$ cat src/rtl/mmio_defs.sv
// Shared register map and bit positions for the memory-mapped transmit FIFO.
package mmio_defs;

  localparam logic [31:0] DATA_OFF   = 32'd0;
  localparam logic [31:0] STATUS_OFF = 32'd4;
  localparam logic [31:0] CTRL_OFF   = 32'd8;

  localparam int ST_EMPTY     = 0;
  localparam int ST_FULL      = 1;
  localparam int ST_OVERFLOW  = 2;
  localparam int ST_INT_EN    = 3;
  localparam int ST_IRQ_PEND  = 4;
  localparam int ST_COUNT_LSB = 8;

  localparam int CTRL_INT_EN  = 0;
  localparam int CTRL_CLR_OVF = 1;
  localparam int CTRL_CLR_IRQ = 2;

  typedef enum logic [1:0] {
    REG_NONE,
    REG_DATA,
    REG_STATUS,
    REG_CTRL
  } reg_sel_e;

  function automatic reg_sel_e decodeReg(input logic [31:0] addr, input logic [31:0] base);
    if (addr == base + DATA_OFF)        return REG_DATA;
    else if (addr == base + STATUS_OFF) return REG_STATUS;
    else if (addr == base + CTRL_OFF)   return REG_CTRL;
    else                                return REG_NONE;
  endfunction

endpackage

$ cat src/rtl/fifo_core.sv
// Byte FIFO storage with wrapping pointers and an occupancy count.
module fifo_core #(
  parameter int DEPTH = 8,
  parameter int PTR_W = 3,
  parameter int WIDTH = 8
) (
  input  logic             clk,
  input  logic             reset,
  input  logic             push_i,
  input  logic             pop_i,
  input  logic [WIDTH-1:0] wdata_i,
  output logic [WIDTH-1:0] rdata_o,
  output logic [PTR_W:0]   count_o,
  output logic             full_o,
  output logic             empty_o
);

  localparam logic [PTR_W:0] FULL_COUNT = (PTR_W + 1)'(DEPTH);

  logic [WIDTH-1:0] mem_q [DEPTH];
  logic [PTR_W-1:0] wrPtr_q, wrPtr_d;
  logic [PTR_W-1:0] rdPtr_q, rdPtr_d;
  logic [PTR_W:0]   count_q, count_d;
  logic             doPush, doPop;

  assign full_o  = (count_q == FULL_COUNT);
  assign empty_o = (count_q == '0);
  assign count_o = count_q;
  assign rdata_o = mem_q[rdPtr_q];

  // A push into a full FIFO or a pop from an empty one is simply ignored here.
  assign doPush = push_i & ~full_o;
  assign doPop  = pop_i & ~empty_o;

  always_comb begin
    wrPtr_d = wrPtr_q;
    rdPtr_d = rdPtr_q;
    count_d = count_q;
    if (doPush) wrPtr_d = wrPtr_q + PTR_W'(1);
    if (doPop)  rdPtr_d = rdPtr_q + PTR_W'(1);
    case ({doPush, doPop})
      2'b10:   count_d = count_q + (PTR_W + 1)'(1);
      2'b01:   count_d = count_q - (PTR_W + 1)'(1);
      default: count_d = count_q;
    endcase
  end

  always_ff @(posedge clk or negedge reset) begin
    if (!reset) begin
      wrPtr_q <= '0;
      rdPtr_q <= '0;
      count_q <= '0;
    end else begin
      wrPtr_q <= wrPtr_d;
      rdPtr_q <= rdPtr_d;
      count_q <= count_d;
    end
  end

  // Storage is left out of reset; stale entries are never visible while empty.
  always_ff @(posedge clk) begin
    if (doPush) mem_q[wrPtr_q] <= wdata_i;
  end

endmodule

$ cat src/rtl/mmio_tx_fifo.sv
// Memory-mapped transmit FIFO: CPU stores push bytes, a valid/ready stream drains them,
// and an interrupt is raised when the FIFO drains empty.
module mmio_tx_fifo
  import mmio_defs::*;
#(
  parameter int          DEPTH = 8,
  parameter int          PTR_W = 3,
  parameter logic [31:0] BASE  = 32'hffff0080
) (
  input  logic        clk,
  input  logic        reset,
  input  logic [31:0] data,
  input  logic [31:0] address,
  input  logic        MemRead,
  input  logic        MemWrite,
  output logic [31:0] cpu_rdata,
  output logic        fifo_address,
  output logic [7:0]  tx_data,
  output logic        tx_valid,
  input  logic        tx_ready,
  output logic        interrupt
);

  reg_sel_e       regSel;
  logic           pushReq, pushAccepted, pop, ctrlWrite, drainEdge;
  logic [PTR_W:0] count;
  logic           full, empty;
  logic           overflow_q, overflow_d;
  logic           intEnable_q, intEnable_d;
  logic           irqPending_q, irqPending_d;
  logic [31:0]    status;

  assign regSel       = decodeReg(address, BASE);
  assign fifo_address = (regSel != REG_NONE);

  assign pushReq      = MemWrite & (regSel == REG_DATA);
  assign pushAccepted = pushReq & ~full;
  assign ctrlWrite    = MemWrite & (regSel == REG_CTRL);
  assign tx_valid     = ~empty;
  assign pop          = tx_valid & tx_ready;
  assign drainEdge    = pop & ~pushAccepted & (count == (PTR_W + 1)'(1));

  fifo_core #(
    .DEPTH (DEPTH),
    .PTR_W (PTR_W),
    .WIDTH (8)
  ) u_core (
    .clk     (clk),
    .reset   (reset),
    .push_i  (pushReq),
    .pop_i   (pop),
    .wdata_i (data[7:0]),
    .rdata_o (tx_data),
    .count_o (count),
    .full_o  (full),
    .empty_o (empty)
  );

  // Sets are applied after CTRL clears so a same-edge event is never lost.
  always_comb begin
    overflow_d   = overflow_q;
    intEnable_d  = intEnable_q;
    irqPending_d = irqPending_q;
    if (ctrlWrite) begin
      intEnable_d = data[CTRL_INT_EN];
      if (data[CTRL_CLR_OVF]) overflow_d   = 1'b0;
      if (data[CTRL_CLR_IRQ]) irqPending_d = 1'b0;
    end
    if (pushReq & full) overflow_d   = 1'b1;
    if (drainEdge)      irqPending_d = 1'b1;
  end

  always_ff @(posedge clk or negedge reset) begin
    if (!reset) begin
      overflow_q   <= 1'b0;
      intEnable_q  <= 1'b0;
      irqPending_q <= 1'b0;
    end else begin
      overflow_q   <= overflow_d;
      intEnable_q  <= intEnable_d;
      irqPending_q <= irqPending_d;
    end
  end

  assign interrupt = irqPending_q & intEnable_q;

  always_comb begin
    status                             = '0;
    status[ST_EMPTY]                   = empty;
    status[ST_FULL]                    = full;
    status[ST_OVERFLOW]                = overflow_q;
    status[ST_INT_EN]                  = intEnable_q;
    status[ST_IRQ_PEND]                = irqPending_q;
    status[ST_COUNT_LSB +: (PTR_W + 1)] = count;
  end

  // DATA reads back as zero; CTRL reads mirror STATUS.
  always_comb begin
    cpu_rdata = '0;
    if (MemRead) begin
      case (regSel)
        REG_STATUS, REG_CTRL: cpu_rdata = status;
        default:              cpu_rdata = '0;
      endcase
    end
  end

endmodule

$ cat config.mk
export PLATFORM = sky130hd
export DESIGN_NAME = mmio_tx_fifo
export DESIGN_NICKNAME = d
export VERILOG_FILES = /design/src/rtl/mmio_defs.sv /design/src/rtl/fifo_core.sv /design/src/rtl/mmio_tx_fifo.sv
export SDC_FILE = /design/constraint.sdc
export NUM_CORES = 1
export LEC_CHECK = 0
export BUFFER_PORTS_ARGS = -buffer_cell sky130_fd_sc_hd__buf_2
export CAP_MARGIN = 40
export CORE_MARGIN = 2
export CORE_UTILIZATION = 46
export DETAILED_ROUTE_END_ITERATION = 12
export PLACE_DENSITY = 0.76
export SETUP_SLACK_MARGIN = 0.1
export SYNTH_ARGS = -nofsm -noshare
export SYNTH_HDL_FRONTEND = slang
export SYNTH_SLANG_ARGS = --single-unit
export TNS_END_PERCENT = 20
$ cat constraint.sdc
create_clock -name clk -period 2.63 [get_ports clk]
set_clock_uncertainty 0.05 [all_clocks]
set_input_delay 0.526 -clock clk [delete_from_list [all_inputs] [get_ports clk]]
set_output_delay 0.526 -clock clk [all_outputs]
set_load 0.02 [all_outputs]
[Word level (Yosys, flattened, before mapping)]
Memory sizes are Yosys's and may differ from the RTL's.
Index checks and enable logic that the tools add are counted.
Widths: inputs -> output; s select.
Operators by class
  $add $sub $neg: 4
  eq/ne operators: 10
  muxes and demuxes: 14
  bitwise logic cells: 12
  reductions and logical operators: 10
Operators with widths (count)
  $eq 32x32->1 const B: 3
  $mux 12: 2
  $reduce_bool 2->1: 6
  $and 1x1->1: 9
  $mux 1: 8
  $pmux 4 s2: 1
  $add 3x1->3 const B: 2
  $eq 2x2->1 const B: 3
  $mux 2: 3
  $add 4x1->4 const B: 1
  $eq 2x1->1 const B: 2
  $eq 4x1->1 const B: 1
  $eq 4x4->1 const B: 1
  $logic_not 4->1: 1
  $reduce_and 2->1: 2
  $sub 4x1->4 const B: 1
  $not 1->1: 3
  $reduce_or 2->1: 1
Word-level totals
  register bits after elaboration: 13
  RAM bits: 64
  input bits: 69
  output and inout bits: 43
  memories kept: 1
Memory list
  u_core.mem_q: words 8, bits a word 8, read ports 1, clocked after memory_dff 0, wr ports 1, RTL line fifo_core.sv:20  | logic [WIDTH-1:0] mem_q [DEPTH];

[Logic depth before layout (Yosys ltp)]
  depth after elaboration: 12
  gate-level depth with buffers: 10
  mapped depth without buffers: 9

[By module]
From an unflattened synthesis, not the netlist that was laid out.
Second synthesis, totals
  cells, all modules: 234
  area total of the unflattened synthesis: 3672.3 um^2
By module, submodules not included
  fifo_core: times used 1, cells each 160, area each 3124.2 um^2, seq. area each 2172.1 um^2
  mmio_tx_fifo: times used 1, cells each 74, area each 548.0 um^2, seq. area each 75.1 um^2

[Least setup slack after synthesis]
OpenSTA, ideal clock, no wires.
  path type: input port to flip-flop
  from: input port address[9]
  to: memory u_core.mem_q[0][0], enable pin
  setup time: 0.395 ns
  arrival: 2.687 ns
  slack: -0.502 ns
  cell stages on the path: 5
  buffers on the path: 1
  cells stage by stage: or4_1 -> nor4_2 -> nand3_1 -> buf_2 -> nor4_1
Between the ends
  word-level cells in the longest chain between the ends: 9
  elaborated cells on any way between the ends: 11
  those cells by class: eq/ne: 4; mux: 5; bitwise: 2
RTL lines
  from (decl): RTL line mmio_tx_fifo.sv:13  | input logic [31:0] address,
  $eq 32x32->1: RTL line mmio_defs.sv:29  | else if (addr == base + CTRL_OFF) return REG_CTRL;
  $mux 2: RTL line mmio_defs.sv:29
  $mux 2: RTL line mmio_defs.sv:28  | else if (addr == base + STATUS_OFF) return REG_STATUS;
  $mux 2 *: RTL line mmio_defs.sv:27  | if (addr == base + DATA_OFF) return REG_DATA;
  $eq 2x1->1 *: RTL line mmio_tx_fifo.sv:36  | assign pushReq = MemWrite & (regSel == REG_DATA);
  $and 1x1->1 *: RTL line mmio_tx_fifo.sv:36
  $and 1x1->1 *: RTL line fifo_core.sv:32  | assign doPush = push_i & ~full_o;
  $mux 1 *: RTL line fifo_core.sv:62  | if (doPush) mem_q[wrPtr_q] <= wdata_i;
  $mux 1 (not written as such) *: RTL line fifo_core.sv:62
  to (decl): RTL line fifo_core.sv:20
Mark *: on every way between the ends. The rest lies on a longest branch, timed or not.

[Worst setup path after layout]
  from: input port address[10]
  to: output port cpu_rdata[1]
Between the ends
  word-level cells in the longest chain between the ends: 8
  elaborated cells on any way between the ends: 11
  those cells by class: eq/ne: 5; mux: 5; reduce/logical: 1
RTL lines
  $eq 32x32->1: RTL line mmio_defs.sv:29
  $mux 2: RTL line mmio_defs.sv:29
  $mux 2: RTL line mmio_defs.sv:28
  $mux 2 *: RTL line mmio_defs.sv:27
  $eq 2x2->1: RTL line mmio_tx_fifo.sv:101  | case (regSel)
  $reduce_or 2->1 *: RTL line mmio_tx_fifo.sv:101
  $mux 12 *: RTL line mmio_tx_fifo.sv:101
  $mux 12 *: RTL line mmio_tx_fifo.sv:100  | if (MemRead) begin
  to (decl): RTL line mmio_tx_fifo.sv:16  | output logic [31:0] cpu_rdata,
Marks and branches as above.

==> reports/qor.yml <==
hold_viol: 0
finalCriticalPeriod_ns: 2.89
overflow: 0
coreArea_um2: 7610
syn-cell-area_um2: 3560
post-route-util: 0.595
power_density_nw_per_um2: 623
placed_cell_area_um2: 4260
ys.flop_type: "edfxtp_1"
grt_start_max_net_pins: 19
place_inst: 399
report.final.slew_viol_count: 0
cts_hold_buf: 0
htreeDepth: 3
fmax_mhz: 346
cts_made_buffers: 9
hold_class: "input port to async pin"
pin_count: 112
power.leakage_nw: 1.74
synth_edf_count: 64
die_width_um: 92.0
wl_per_cell_um: 16.1
tns_ns: -2.37
setup_ws_ns: -0.256
hpwl_um: 4820
grt_pass1_wl_um: 10500
grt_usage: 0.168
syn_to_final_growth_pct: 27.0
place.gp.congestion: 0.789
place_ws_ns: -0.331
ant_nets: 0
required_ns: 2.05
path_class: "input port to primary output"
dieHeight_um: 92.0
netlist.area_leader.share: 0.539
status: "complete, but fails checks"
stdcell_count: 415
synth_top_area_cell: "edfxtp_1"
first_iter_violations: 76
fp-row-count: 32
numClockSinks: 77
initial_core_util: 0.468
violations: "setup timing"
crit_path_max_fanout: 6
final_area_um2: 4530
end_kind: "primary output"
viasPerCell: 5.08
total_power_mw: 2.82
setup_viol: 10
drc: 0
port_buffers: 64
clk_path_buf_depth: 2
ys_top_cells_by_area: "edfxtp_1 54%, mux4_2 10%, dfrtp_1 9.1%"
finalCritPeriodShare: 1.10
first_pass_iters: 4
hold_slack_ns: 0.00268
drive_gt1_frac: 0.514
clockRootBuffer: "clkbuf_8"
antenna_found_initial: 0
rsz0062_at_grt: "true"
ys_seq_elements: 77
arrival_ns: 2.31
cp-start-kind: "input port"
routed_wl_um: 6690
dieArea_um2: 8470
synth_cell_type_count: 40
grt_pass1_vias: 2117
clock_latency_ns: 0.34
ys_top_cells_by_count: "64 x edfxtp_1, 23 x buf_4, 16 x mux4_2"
cts.clk_slew.worst_paths_ns: 0.08
layout.nets: 384
syn_avg_cell_area_um2: 16.6
cts_setup_buffers: 0
async_flop_share: 0.169
vias: 2110
vdd_drop_max_mv: 0.279
yosysMostFrequentCell: "edfxtp_1"
cts_tree: "built"
drv_cap: 0
yosysWarnings: 0
syn_inst: 215
seq_area_frac_synth: 0.631
diodes: 0
## state kept, by name, summed over array words and instances (netlist names)
name / count
u_core.wrPtr_q: 3
u_core.mem_q: 64
u_core.count_o: 4
u_core.rdPtr_q: 3
intEnable_q: 1
irqPending_q: 1
overflow_q: 1
## cell families (layout without fill, tap and decap cells)
family / Yosys count / in the layout / share of synthesized area
buffers and inverters: 36 / 112 / 0.0653
multiplexers: 28 / 28 / 0.139
other: 1 / 23 / 0.00105
AO/OA/AOI/OAI: 5 / 5 / 0.00948
XOR/XNOR: 9 / 9 / 0.0221
adder cells (fa/ha/maj): 7 / 7 / 0.0246
flip-flops: 77 / 77 / 0.631
AND/OR/NAND/NOR: 52 / 52 / 0.108
## critical path: stages
cell	delay [ns]
buf_6	0.09
or4_4	0.53
or4_4	0.57
nor3_4	0.28
and2_4	0.20
buf_6	0.11
## metal layers
layer  GRT usage  wire [µm]
met1       0.204       2830
met2       0.279       3290
met3      0.0460        462
met4      0.0796        115
met5           0          0
## what timing repair did
action | CTS | global route
pin swaps | 9 | 2
setup endpoints to repair | 18 | 55
gates resized for setup | 17 | 4
## where the power goes
group          internal [mW]  switching (mW)  leakage [nW]
sequential              1.34          0.0198         0.753
clock                  0.450           0.406         0.105
combinational          0.310           0.296         0.883
## area by class of cell
class	instances	area, µm²
repair buffers	91	618
inverters	5	18.8
clock buffers	13	180
flip-flops and latches	77	2250
multi-input cells	124	1320
clock inverters	3	16.3
fillers	596	3080
well taps	102	128
## final timing paths
path                                         from                 end  slack (ns)  depth (start not counted)
worst max register to register  u_core.count_o[0]  u_core.mem_q[5][1]        0.23                          8
worst min register to register       irqPending_q        irqPending_q        0.46                          1
worst max-delay path                  address[10]        cpu_rdata[1]       -0.26                          6
worst min-delay path                        reset   u_core.rdPtr_q[2]       0.003                          1
min in group clk                          data[3]  u_core.mem_q[4][3]        0.41                          1
max in group asynchronous                   reset   u_core.rdPtr_q[1]        2.28                          1
## placed cells by master, fill, tap and decap left out, types with 2 or more instances in the layout
| cell type | count |
|---|---|
| nor4_4 | 6 |
| nand4_1 | 6 |
| nor4b_4 | 2 |
| nand2_1 | 5 |
| and2_4 | 6 |
| dfrtp_1 | 11 |
| buf_2 | 53 |
| or4_4 | 4 |
| nand2b_1 | 2 |
| conb_1 | 23 |
| mux2_2 | 9 |
| xnor2_1 | 6 |
| nor4_2 | 2 |
| inv_1 | 5 |
| mux2_1 | 2 |
| nor3_2 | 4 |
| dfrtp_2 | 2 |
| buf_12 | 3 |
| buf_4 | 27 |
| buf_6 | 8 |
| clkbuf_8 | 11 |
| nand3_1 | 3 |
| edfxtp_1 | 64 |
| xor2_1 | 3 |
| nand4b_1 | 2 |
| mux4_2 | 16 |
| clkinv_2 | 2 |
| ha_1 | 7 |
(Power assumes the default switching activity.)
